### src/rtl/alu_sequencer_if.sv
// Handshake and ALU operand/result bundle for alu_sequencer.
interface alu_sequencer_if;
    logic       start;
    logic       abort;
    logic [7:0] alu_a;
    logic [7:0] alu_b;
    logic       alu_op;
    logic [7:0] alu_out;
    logic       busy;
    logic       done;
    logic       pass;
    logic [7:0] err_count;
    logic [7:0] first_err_idx;

    modport master (
        output start, abort, alu_out,
        input  alu_a, alu_b, alu_op, busy, done, pass, err_count, first_err_idx
    );
    modport slave (
        input  start, abort, alu_out,
        output alu_a, alu_b, alu_op, busy, done, pass, err_count, first_err_idx
    );
endinterface

### src/rtl/alu_sequencer.sv
// ALU self-test sequencer: drives a=b=A_START+i, checks registered result.
// Define ALU_SEQ_SUB_PHASE_EN to add a subtract phase after the add phase.
module alu_sequencer #(
    parameter int         N_OPS   = 10,
    parameter logic [7:0] A_START = 8'd0
) (
    input  logic           i_clk,
    input  logic           i_rst_n,
    alu_sequencer_if.slave bus
);
    typedef enum logic [1:0] {S_IDLE, S_DRIVE, S_CHECK, S_DONE} state_t;

    localparam logic [7:0] LAST_I = 8'(N_OPS - 1);
    localparam logic [7:0] N_OPS8 = 8'(N_OPS);

    state_t     r_state, w_state_nxt;
    logic [7:0] r_i, r_a, r_err, r_first;
    logic       r_op, r_pass;
    logic       w_sub, w_last, w_mis, w_clear, w_step, w_to_done;
    logic [7:0] w_exp, w_idx, w_err_nxt;

`ifdef ALU_SEQ_SUB_PHASE_EN
    logic r_phase;
    logic w_to_sub;
    assign w_sub = r_phase;

    always_ff @(posedge i_clk or negedge i_rst_n) begin
        if (!i_rst_n)      r_phase <= 1'b0;
        else if (w_clear)  r_phase <= 1'b0;
        else if (w_to_sub) r_phase <= 1'b1;
    end
`else
    assign w_sub = 1'b0;
`endif

    assign w_last    = (r_i == LAST_I);
    assign w_exp     = w_sub ? 8'd0 : 8'(r_a + r_a);
    assign w_mis     = (bus.alu_out != w_exp);
    // Subtract-phase vectors are numbered after the add-phase ones.
    assign w_idx     = w_sub ? 8'(N_OPS8 + r_i) : r_i;
    assign w_err_nxt = (w_mis && r_err != 8'hFF) ? 8'(r_err + 8'd1) : r_err;

    always_ff @(posedge i_clk or negedge i_rst_n) begin
        if (!i_rst_n) r_state <= S_IDLE;
        else          r_state <= w_state_nxt;
    end

    always_comb begin
        w_state_nxt = r_state;
        w_clear     = 1'b0;
        w_step      = 1'b0;
        w_to_done   = 1'b0;
`ifdef ALU_SEQ_SUB_PHASE_EN
        w_to_sub    = 1'b0;
`endif
        case (r_state)
            S_IDLE: begin
                if (bus.start && !bus.abort) begin
                    w_state_nxt = S_DRIVE;
                    w_clear     = 1'b1;
                end
            end
            S_DRIVE: w_state_nxt = bus.abort ? S_IDLE : S_CHECK;
            S_CHECK: begin
                if (bus.abort) begin
                    w_state_nxt = S_IDLE;
                end else if (!w_last) begin
                    w_state_nxt = S_DRIVE;
                    w_step      = 1'b1;
`ifdef ALU_SEQ_SUB_PHASE_EN
                end else if (!w_sub) begin
                    w_state_nxt = S_DRIVE;
                    w_to_sub    = 1'b1;
`endif
                end else begin
                    w_state_nxt = S_DONE;
                    w_to_done   = 1'b1;
                end
            end
            S_DONE:  w_state_nxt = S_IDLE;
            default: w_state_nxt = S_IDLE;
        endcase
    end

    // Operands are loaded on entry to DRIVE and held through CHECK and IDLE.
    always_ff @(posedge i_clk or negedge i_rst_n) begin
        if (!i_rst_n) begin
            r_i     <= 8'd0;
            r_a     <= 8'd0;
            r_op    <= 1'b0;
            r_err   <= 8'd0;
            r_first <= 8'd0;
            r_pass  <= 1'b0;
        end else if (w_clear) begin
            r_i     <= 8'd0;
            r_a     <= A_START;
            r_op    <= 1'b1;
            r_err   <= 8'd0;
            r_first <= 8'd0;
            r_pass  <= 1'b0;
        end else if (r_state == S_CHECK && !bus.abort) begin
            r_err <= w_err_nxt;
            if (w_mis && r_err == 8'd0) r_first <= w_idx;
            if (w_step) begin
                r_i <= 8'(r_i + 8'd1);
                r_a <= 8'(A_START + r_i + 8'd1);
            end
`ifdef ALU_SEQ_SUB_PHASE_EN
            if (w_to_sub) begin
                r_i  <= 8'd0;
                r_a  <= A_START;
                r_op <= 1'b0;
            end
`endif
            if (w_to_done) r_pass <= (w_err_nxt == 8'd0);
        end
    end

    assign bus.alu_a         = r_a;
    assign bus.alu_b         = r_a;
    assign bus.alu_op        = r_op;
    assign bus.busy          = (r_state == S_DRIVE) || (r_state == S_CHECK);
    assign bus.done          = (r_state == S_DONE);
    assign bus.pass          = r_pass;
    assign bus.err_count     = r_err;
    assign bus.first_err_idx = r_first;
endmodule

### src/flat_wrapper.sv
// flat-port wrapper written by rule: the top's interface ports become plain ports
module alu_sequencer_flat 
#(
    parameter int         N_OPS   = 10,
    parameter logic [7:0] A_START = 8'd0
)
  (i_clk, i_rst_n, bus_start, bus_abort, bus_alu_out, bus_alu_a, bus_alu_b, bus_alu_op, bus_busy, bus_done, bus_pass, bus_err_count, bus_first_err_idx);
  alu_sequencer_if bus_i ();
  input  logic i_clk;
  input  logic i_rst_n;
  input wire logic [$bits(bus_i.start)-1:0] bus_start;
  input wire logic [$bits(bus_i.abort)-1:0] bus_abort;
  input wire logic [$bits(bus_i.alu_out)-1:0] bus_alu_out;
  output wire logic [$bits(bus_i.alu_a)-1:0] bus_alu_a;
  output wire logic [$bits(bus_i.alu_b)-1:0] bus_alu_b;
  output wire logic [$bits(bus_i.alu_op)-1:0] bus_alu_op;
  output wire logic [$bits(bus_i.busy)-1:0] bus_busy;
  output wire logic [$bits(bus_i.done)-1:0] bus_done;
  output wire logic [$bits(bus_i.pass)-1:0] bus_pass;
  output wire logic [$bits(bus_i.err_count)-1:0] bus_err_count;
  output wire logic [$bits(bus_i.first_err_idx)-1:0] bus_first_err_idx;
  assign bus_i.start = bus_start;
  assign bus_i.abort = bus_abort;
  assign bus_i.alu_out = bus_alu_out;
  assign bus_alu_a = bus_i.alu_a;
  assign bus_alu_b = bus_i.alu_b;
  assign bus_alu_op = bus_i.alu_op;
  assign bus_busy = bus_i.busy;
  assign bus_done = bus_i.done;
  assign bus_pass = bus_i.pass;
  assign bus_err_count = bus_i.err_count;
  assign bus_first_err_idx = bus_i.first_err_idx;
  alu_sequencer #(.N_OPS(N_OPS), .A_START(A_START)) u_core (.i_clk(i_clk), .i_rst_n(i_rst_n), .bus(bus_i));
endmodule
### config.mk
export PLATFORM = sky130hd
export DESIGN_NAME = alu_sequencer_flat
export DESIGN_NICKNAME = d
export VERILOG_FILES = /design/src/rtl/alu_sequencer_if.sv /design/src/rtl/alu_sequencer.sv /design/src/flat_wrapper.sv
export SDC_FILE = /design/constraint.sdc
export NUM_CORES = 1
export LEC_CHECK = 0
export BUFFER_PORTS_ARGS = -buffer_cell sky130_fd_sc_hd__buf_2
export CAP_MARGIN = 10
export CORE_MARGIN = 1.5
export CORE_UTILIZATION = 55
export CTS_CLUSTER_SIZE = 24
export DETAILED_ROUTE_END_ITERATION = 8
export GPL_TIMING_DRIVEN = 0
export PLACE_DENSITY = 0.87
export SETUP_SLACK_MARGIN = 0.4
export SLEW_MARGIN = 10
export SYNTH_ARGS = -nofsm -noshare
export SYNTH_HDL_FRONTEND = slang
export SYNTH_SLANG_ARGS = --single-unit
### constraint.sdc
create_clock -name i_clk -period 3.5 [get_ports i_clk]
set_input_delay 0.7 -clock i_clk [delete_from_list [all_inputs] [get_ports i_clk]]
set_output_delay 0.7 -clock i_clk [all_outputs]
set_load 0.05 [all_outputs]
=== Yosys cells after proc, flatten, opt, wreduce, memory -nomap -nowiden ===
Cells that the tools add are included.

* Register bits after elaboration: 28
* Latch bits: 0
* RAM bits: 0
* ROM bits: 0
* Input bits: 12
* Output and inout bits: 36
* Logic and storage cells: 57
* Memories kept: 0

* $add $sub $neg: 3
* $mul: 0
* Divide/modulo/power cells: 0
* Order comparisons: 0
* Equality and inequality tests: 7
* Shifts and indexed selects: 0
* Multiplexer cells: 25
* Bitwise operators: 0
* Reductions and logical operators: 16

{| class="wikitable"
|+ Operators by type and width
! operator !! number
|-
| 2-to-1 mux 8 bit || 9
|-
| adder 8 x 1 -> 8 bit (second input constant) || 2
|-
| logical NOT 8 bit || 2
|-
| 2-to-1 mux 1 bit || 11
|-
| adder 8 bit || 1
|-
| == test 8 x 4 -> 1 bit (second input constant) || 1
|-
| 2-to-1 mux 2 bit || 4
|-
| != test 8 bit || 1
|-
| != test 8 bit (second input constant) || 1
|-
| one-hot mux 2 bit (4 select lines) || 1
|-
| nonzero test 2 bit || 4
|-
| AND reduction 2 bit || 3
|-
| == test 2 bit (second input constant) || 2
|-
| logical AND 1 bit || 4
|-
| == test 2 x 1 -> 1 bit (second input constant) || 1
|-
| logical NOT 2 bit || 1
|-
| != test 2 x 1 -> 1 bit (second input constant) || 1
|-
| logical NOT 1 bit || 1
|-
| logical OR 1 bit || 1
|}

=== Logic depth before layout (Yosys ltp) ===
Gate-level depths: netlist (run 1).

* Depth after elaboration: 8
* Depth in mapped cells: 8
* Mapped depth without buffers: 8

=== Worst setup path after synthesis (run 1) ===
No wires, ideal clock.

* Kind: register to register
* Start point: reg u_core.r_err[1], in the netlist u_core.bus.err_count[1]
* End point: reg u_core.r_pass, in the netlist u_core.bus.pass
* Setup time: 126 ps
* Arrival time: 2,007 ps
* Data required time: 3,374 ps
* Path slack: 1,367 ps
* Stages on the path, launching flop included: 8
* Buffers on the path: 0
* Period minus slack after synthesis: 2,133 ps
* Path through: dfrtp_1 ha_1 and3_1 and3_4 nand3_2 and4_1 a21oi_1 o31ai_1

* Word-level cells in the longest chain between the ends: 7
* Elaborated cells on any way between the ends: 8
* Classes of those cells: 1 x add/sub; 1 x eq/ne; 4 x mux; 2 x reduce/logical

{| class="wikitable"
|+ RTL lines
! what !! RTL line !! source
|-
| start, declared || alu_sequencer.sv:17 || <nowiki>logic [7:0] r_i, r_a, r_err, r_first;</nowiki>
|-
| start signal, assigned || alu_sequencer.sv:102 || <nowiki>r_err <= w_err_nxt;</nowiki>
|-
| branches (longest 2 deep; another with adder 8 x 1 -> 8 bit) || - ||
|-
| 2-to-1 mux 8 bit (*) || alu_sequencer.sv:41 || <nowiki>assign w_err_nxt = (w_mis && r_err != 8'hFF) ? 8'(r_err + 8'd1) : r_err;</nowiki>
|-
| logical NOT 8 bit (*) || alu_sequencer.sv:115 || <nowiki>if (w_to_done) r_pass <= (w_err_nxt == 8'd0);</nowiki>
|-
| 2-to-1 mux 1 bit (*) || alu_sequencer.sv:115 ||
|-
| 2-to-1 mux 1 bit (*) || alu_sequencer.sv:101 || <nowiki>end else if (r_state == S_CHECK && !bus.abort) begin</nowiki>
|-
| 2-to-1 mux 1 bit (*) || alu_sequencer.sv:94 || <nowiki>end else if (w_clear) begin</nowiki>
|-
| end signal, assigned || alu_sequencer.sv:115 ||
|-
| end, declared || alu_sequencer.sv:18 || <nowiki>logic r_op, r_pass;</nowiki>
|}

Mark *: on every way between the ends. The select of a mux whose other input is x is not followed.
A chain may end at the register's enable or synchronous reset.

=== Worst setup path after layout (run 1) ===
Ends and elaborated chain as after synthesis.

==> metrics, run 1 <==
core area 2810 µm²; Data arrival, critical path 2.32 ns; worst skew pair latency 0.33 ns; crit-path cells ha_1 -> and3_1 -> and3_4 -> nand3_2 -> nor4bb_1 -> o21ai_0 -> o31ai_1; largest net degree at the start of global routing 29; synth cell count leaders 28 x dfrtp_1, 17 x nor2_1, 17 x xor2_1, 9 x a21oi_1, 9 x nand3_1; r2r setup slk 1.43 ns; Reg2Reg Depth 7; setup TNS 0 ns; reg2reg start u_core.bus.err_count[1]; Die Span Y 58.0 µm; starting density of the core 59.4%; Area contributors post-synth dfrtp_1 42%, xor2_1 8.9%, ha_1 6.0%, a22o_1 4.2%, nor2_1 3.8%; Max transition margin 59.6%; Worst Setup EP u_core.bus.pass; share of cells above drive strength 1 31.5%; number of synthesized flops with an enable pin 0; total number of vias 1424; Post-CTS Setup Bufs 0; Slowest-stage cell, CP dfrtp_1; r2r endpoint u_core.bus.pass; # IOs 48; crit path kind reg -> reg; PostCTS Resize Cnt 0; Net Sw Power 605 µW; initial antenna violation count 0; Syn Area/Cell 9.75 µm²; top_reg_cell synth dfrtp_1; number of cells on the critical path 7; MaxCap Viol Count 0; Vias/cell 5.63; crit-path max cell delay 0.52 ns; Port Buffers 47; CTS clock-pin slew for the worst setup and hold paths 0.16 ns; Critical Path Fanout Max 10; Final HPWL DP 2600 µm; Antenna diodes 0; post-layout util 71.1%; CP endpoint kind register; routed wl met2 1680 µm; met3 WL post-DR 181 µm; Post-Syn Area 1670 µm²; Peak Freq 0.483 GHz; endpoints failing setup 0; Congestion Overflow GR 0; Worst-Margin Slew 0.607 ns; crit path from u_core.bus.err_count[1]; sw frac 47.3%; Yosys cell types 36; worst path bufs/invs 0; Setup crit start kind register; Clk network pwr share 16.6%; sequential power share 34.4%; cell family with most CP delay simple AND/OR/NAND/NOR gates; final wirelength 3540 µm; worst path required time 3.75 ns; clk sink count 28; combinational fraction of design power 49.0%; CTS H-Tree Depth 1; Int Pwr 673 µW; DRT Pass-1 Iters 7; Die X 58.0 µm; DR top layer met4; Cell Pwr Density 641 nW/µm²; Area growth syn-to-layout 19.6%; sequential fraction of the synthesis area 42.0%; Std-Cell Rows 19; min cycle time layout 2.07 ns; TritonCTS Buffers 3; Tcrit/Tclk final 59.1%; number of remaining DRC errors 0; M1 WL 1630 µm; initial DRC count 50; yosys warns 0; CTS root buf clkbuf_4; RSZ-0062 raised after global routing no; drt wl/cell 14.0 µm; gpl congestion 0.886; full die area 3370 µm²; first-pass GRT wire length 5900 µm; Longest Clk Path Bufs 2; Global Route Usage Sum 22.3%; final hold violations 0; max-slew violations 0; maximum VDD drop 426 µV; number of synthesized register bits 28; Filler Cells Inserted 225; clock skew 0.0142 ns; number of global-route vias before repair 1361; syn nets 191; post-synth top area share 42.0%; asr flop ratio synth 100%; Hold Buf Count CTS 0; outcome complete, no violations; Post-Syn Instances 171; Leak 0.00108 µW; antenna viol nets, final 0; most frequent cell after synthesis dfrtp_1; NumNets Final 243; HP Class in -> async; CTS tree built; cell taking the most area after synthesis dfrtp_1
[how the worst min path moves through the flow]
stage	to	slack, ns
floorplan	u_core.bus.alu_op	0.40
detailed placement	u_core.bus.alu_op	0.46
finish	u_core.r_i[5]	0.35
global route	u_core.r_i[4]	0.39
CTS	u_core.r_i[4]	0.36
global placement	u_core.bus.alu_op	0.45
[cell type report]
| class | count | area (µm²) | area share, % |
|---|---|---|---|
| Buffer | 16 | 96.3 | 4.83 |
| Timing Repair Buffer | 47 | 235 | 11.8 |
| Tap cell | 31 | 38.8 | 1.95 |
| Clock inverter | 1 | 30.0 | 1.51 |
| Multi-Input combinational cell | 120 | 843 | 42.3 |
| Clock buffer | 3 | 22.5 | 1.13 |
| Inverter | 7 | 26.3 | 1.32 |
| Sequential cell | 28 | 701 | 35.2 |
[routing by layer]
| layer | GRT usage (%) | vias up |
|---|---|---|
| met1 | 28.7 | 674 |
| met5 | 0 | - |
| met3 | 3.13 | 6 |
| li1 | - | 694 |
| met2 | 38.8 | 50 |
| met4 | 7.31 | 0 |
[per-stage QoR]
stage | area [µm²] | power, µW | cells | setup WS (ns) | hold slack, ns
5_1_grt | 1990 | 1350 | 253 | 1.30 | 0.393
4_1_cts | 1990 | 1290 | 253 | 1.42 | 0.364
3_5_place_dp | 1940 | 1070 | 249 | 1.25 | 0.456
3_3_place_gp | 1940 | 1050 | 249 | 1.29 | 0.454
2_1_floorplan | 1670 | 933 | 171 | 1.37 | 0.404
6_report | 1990 | 1280 | 253 | 1.43 | 0.350
[worst register-to-register path, delay by kind of cell, from the launching register on]
kind / cells / cell delay (ns)
flops: 1 / 0.52
compound gates: 2 / 0.35
simple gates: 4 / 0.83
fa+ha+maj: 1 / 0.29
[layout by cell type, fill, tap and decap left out]
cell / count
a211oi_1: 1
a21oi_1: 9
a22o_1: 8
and2_1: 1
and3_1: 4
and3_4: 1
and4_1: 3
and4b_1: 1
buf_2: 52
buf_4: 8
bufinv_16: 1
clkbuf_1: 3
clkbuf_4: 3
dfrtp_1: 28
ha_1: 8
inv_1: 7
mux2_1: 1
nand2_1: 6
nand2b_1: 2
nand3_1: 9
nand3_2: 1
nand3b_1: 1
nand4_1: 5
nand4bb_1: 1
nor2_1: 17
nor2b_1: 3
nor3_1: 3
nor4_1: 2
nor4_2: 2
nor4b_2: 1
nor4bb_1: 1
o21a_1: 1
o21ai_0: 5
o31ai_1: 1
or2_2: 1
or3b_1: 1
xnor2_1: 3
xor2_1: 17
[sequential cells by signal (all words and copies together), names as in the netlist]
signal and count:
u_core.bus.alu_op 1, u_core.r_state 2, u_core.bus.err_count 8, u_core.bus.first_err_idx 8
u_core.r_i 8, u_core.bus.pass 1
[cell families (layout without fill, tap and decap cells)]
group	after synthesis	in the layout	share of synthesized area, %
AO/OA/AOI/OAI	25	25	9.76
adder cells (fa/ha/maj)	8	8	6.01
multiplexers	1	1	0.676
flip-flops	28	28	42.0
AND/OR/NAND/NOR	66	66	23.6
buffers and inverters	23	74	7.36
XOR/XNOR	20	20	10.5
[power groups by stage]
stage / logic, µW / clock network (µW) / registers, µW
floorplan: 360 / 0 / 572
global placement: 612 / 0 / 443
detailed placement: 628 / 0 / 446
CTS: 629 / 215 / 441
global route: 675 / 226 / 450
finish: 626 / 212 / 440
Note: power is estimated with default switching activity, not from simulation.
==> run 2, diff against run 1 <==
--- a/config.mk
+++ b/config.mk
@@ -5,14 +5,15 @@
 export SDC_FILE = /design/constraint.sdc
 export NUM_CORES = 1
 export LEC_CHECK = 0
+export ABC_AREA = 1
 export BUFFER_PORTS_ARGS = -buffer_cell sky130_fd_sc_hd__buf_2
 export CAP_MARGIN = 10
 export CORE_MARGIN = 1.5
-export CORE_UTILIZATION = 55
+export CORE_UTILIZATION = 52
 export CTS_CLUSTER_SIZE = 24
 export DETAILED_ROUTE_END_ITERATION = 8
 export GPL_TIMING_DRIVEN = 0
-export PLACE_DENSITY = 0.87
+export PLACE_DENSITY = 0.82
 export SETUP_SLACK_MARGIN = 0.4
 export SLEW_MARGIN = 10
 export SYNTH_ARGS = -nofsm -noshare
==> constraint.sdc (replaced) <==
create_clock -name i_clk -period 1.95 [get_ports i_clk]
set_input_delay 0.39 -clock i_clk [delete_from_list [all_inputs] [get_ports i_clk]]
set_output_delay 0.39 -clock i_clk [all_outputs]
set_load 0.05 [all_outputs]
==> run 2 against run 1 <==
Against the previous run: power rose by 100%; synthesized cell count rose by 36%; worst hold slack got worse by 0.34 ns; routed wire length rose by 120%; via count rose by 57%; largest cell class unchanged; setup slack got worse by 1.4 ns; highest routed layer unchanged; flip-flop and latch count did not move; area after synthesis rose by 7.1%; register-to-register slack got worse by 1.4 ns; clock power rose by 100%; cell area rose by 45%; non-clock buffer count rose by 33.
==> metrics, run 2 <==
Hold Buf Count CTS 0 (unchanged); yosys warns 0 (unchanged); top_reg_cell synth dfrtp_1; main combinational cell family by area after synthesis simple AND/OR/NAND/NOR gates; number of synthesized register bits 28 (unchanged); crit-path cells inv_2 -> ha_1 -> nand3_2 -> nor2_2 -> inv_1 -> nor2_2 -> nand2_1 -> o21ai_1 -> a21oi_1; Tcrit/Tclk final 99.4% (+40 points); Antenna diodes 0 (unchanged); Area growth syn-to-layout 62.5%; sw frac 45.8% (-1.5 points); DRT Pass-1 Iters 5 (-2); clock skew 0.00358 ns (-0.0106 ns); worst slack at placement 0.00683 ns (-1.24 ns); outcome complete, no violations; Std-Cell Rows 21 (+2); PnR worst setup slack 0.0121 ns (-1.42 ns); mux share of post-synthesis cell area 0% (-0.68 points); WHS 0.00804 ns (-0.342 ns); met3 WL post-DR 762 µm (+320%); drt wl/cell 20.9 µm (+49%); sequential power share 28.3% (-6.1 points); area of the multi-input gates 1100 µm² (+30%); compound-gate portion of the synthesized area 11.0% (+1.3 points); Cell Pwr Density 891 nW/µm² (+39%); synth cell count leaders 51 x nand2_1, 28 x dfrtp_1, 27 x inv_1, 23 x nand3_1, 14 x nor2_1; register area 719 µm² (+2.7%); Net Sw Power 1180 µW (+95%); initial antenna violation count 0 (unchanged); sequential fraction of the synthesis area 39.3% (-2.8 points); gpl congestion 0.881 (-0.58%); Slowest-stage cell, CP dfrtp_1; Die X 61.6 µm (+6.1%); max-slew violations 0 (unchanged); worst path bufs/invs 2 (+2); Critical Path Fanout Max 3 (-7); full die area 3790 µm² (+13%); most used cell, CP nor2_2; Leak 0.00143 µW (+32%); maximum VDD drop 840 µV (+97%); crit-path max cell delay 0.46 ns (-0.06 ns); worst path required time 2.22 ns (-1.53 ns); clk sink count 28 (unchanged); leading cell type in the layout, fill and taps excluded nand2_1; Worst-Margin Slew 0.641 ns (+0.0343 ns); Global Route Usage Sum 28.7% (+6.4 points); MaxCap Viol Count 0 (unchanged); Post-Syn Instances 233 (+36%); share of cells above drive strength 1 58.7% (+27 points); syn nets 253 (+32%); RSZ-0062 raised after global routing yes; Peak Freq 0.516 GHz (+6.8%); Pwr Total 2580 µW (+100%); Congestion Overflow GR 0 (unchanged); min cycle time layout 1.94 ns (-0.132 ns); most frequent cells in the layout 36 x nand2_1, 30 x buf_2, 29 x buf_4; number of global-route vias before repair 1763 (+30%); crit path kind reg -> reg; Yosys cell types 32 (-11%); Area contributors post-synth dfrtp_1 39%, nand2_1 11%, nand3_1 6.5%, inv_1 5.7%, ha_1 5.6%; Syn Area/Cell 7.66 µm² (-21%); NumNets Final 343 (+41%); CTS root buf clkbuf_4; asr flop ratio synth 100% (unchanged); total number of vias 2241 (+57%); Max transition margin 57.3% (-2.3 points); # IOs 48 (unchanged); HP Class in -> async; number of synthesized flops with an enable pin 0 (unchanged); starting density of the core 53.9% (-5.5 points); endpoints failing setup 0 (unchanged); Data arrival, critical path 2.21 ns (-0.11 ns); most frequent cell after synthesis nand2_1; Die Span Y 61.6 µm (+6.1%); post-synth top area share 39.3% (-2.8 points); Port Buffers 47 (unchanged); antenna viol nets, final 0 (unchanged); final hold violations 0 (unchanged); Clk network pwr share 16.4% (-0.2 points); M1 WL 2610 µm (+60%); worst skew pair latency 0.37 ns (+0.04 ns); combinational fraction of design power 55.2% (+6.2 points); final wirelength 7680 µm (+120%); largest net degree at the start of global routing 29 (unchanged); initial DRC count 291 (+480%); Filler Cells Inserted 158 (-30%); CTS clock-pin slew for the worst setup and hold paths 0.17 ns (about the same); DR top layer met4; first-pass GRT wire length 7950 µm (+35%); cell taking the most area after synthesis dfrtp_1; core area 3310 µm² (+18%); TritonCTS Buffers 3 (unchanged); simple-gate share of the synthesized area 30.7% (+7.1 points); CTS H-Tree Depth 1 (unchanged); Int Pwr 1400 µW (+110%); xor/xnor share of the synthesized area 1.47% (-9.0 points); setup TNS 0 ns (unchanged); Post-Syn Area 1780 µm² (+7.1%); Vias/cell 6.09 (+8.2%); Adder-Cell Fraction of Synth Area 5.61% (-0.40 points); cell family with most CP delay simple AND/OR/NAND/NOR gates; Longest Clk Path Bufs 2 (unchanged); Setup crit start kind register; CTS tree built; routed wl met2 3850 µm (+130%); number of remaining DRC errors 0 (unchanged); Final HPWL DP 3050 µm (+17%); CP endpoint kind register
## run 2: metal layers
metal	global-route usage [%]	vias up
li1	-	929
met5	0	-
met4	12.8	0
met2	47.8	214
met3	3.57	54
met1	37.2	1044
## run 2: cell type report
class	count	share of cell area, %
buffer	11	3.88
clock buffer	3	0.777
clock inverter	1	1.04
inverter	35	4.88
multi-input combinational	159	37.9
sequential	28	24.8
tap	46	1.99
timing repair buffer	85	24.7
## run 2: cells by family after synthesis
kind of cell,after synthesis
XOR/XNOR,3
AND/OR/NAND/NOR,114
flip-flops,28
adder cells (fa/ha/maj),8
AO/OA/AOI/OAI,34
buffers and inverters,46
## run 2: timing repair
| item | 4_1_cts | 5_1_grt |
|---|---|---|
| endpoints found under the setup margin | 32 | 43 |
| buffers inserted | 24 | 13 |
| gates cloned | 0 | 1 |
| pin swaps | 14 | 18 |
| gates resized for setup | 40 | 105 |
## run 2: power groups by stage
stage | combinational (µW) | sequential [µW] | clock [µW]
2_1_floorplan | 533 | 855 | 0
3_3_place_gp | 822 | 730 | 0
3_5_place_dp | 837 | 731 | 0
4_1_cts | 1040 | 712 | 398
5_1_grt | 1480 | 736 | 433
6_report | 1430 | 732 | 424
## run 2: stage by stage
step,std cells,instance area [µm²],util (%)
detailed placement,326,2120,64.1
global route,368,2900,87.6
finish,368,2900,87.6
CTS,354,2490,75.2
global placement,326,2120,64.1
floorplan,233,1830,-
## run 2: final timing paths
kind                                    from                 to  slack, ns  cells after the start
max                        u_core.r_state[0]      u_core.r_i[6]       0.01                      9
min                                  i_rst_n      u_core.r_i[0]      0.008                      1
max reg2reg                u_core.r_state[0]      u_core.r_i[6]       0.01                      9
min reg2reg                u_core.bus.alu_op  u_core.bus.alu_op       0.50                      1
max in group asynchronous            i_rst_n      u_core.r_i[5]       1.50                      1
min in group i_clk                 bus_start  u_core.r_state[1]       0.38                      4
## run 2: worst reg2reg max path: stages (launching register included)
cell and delay, ns:
dfrtp_1 0.46, inv_2 0.12, ha_1 0.21, nand3_2 0.12, nor2_2 0.15, inv_1 0.07, nor2_2 0.15, nand2_1 0.15
o21ai_1 0.30, a21oi_1 0.10
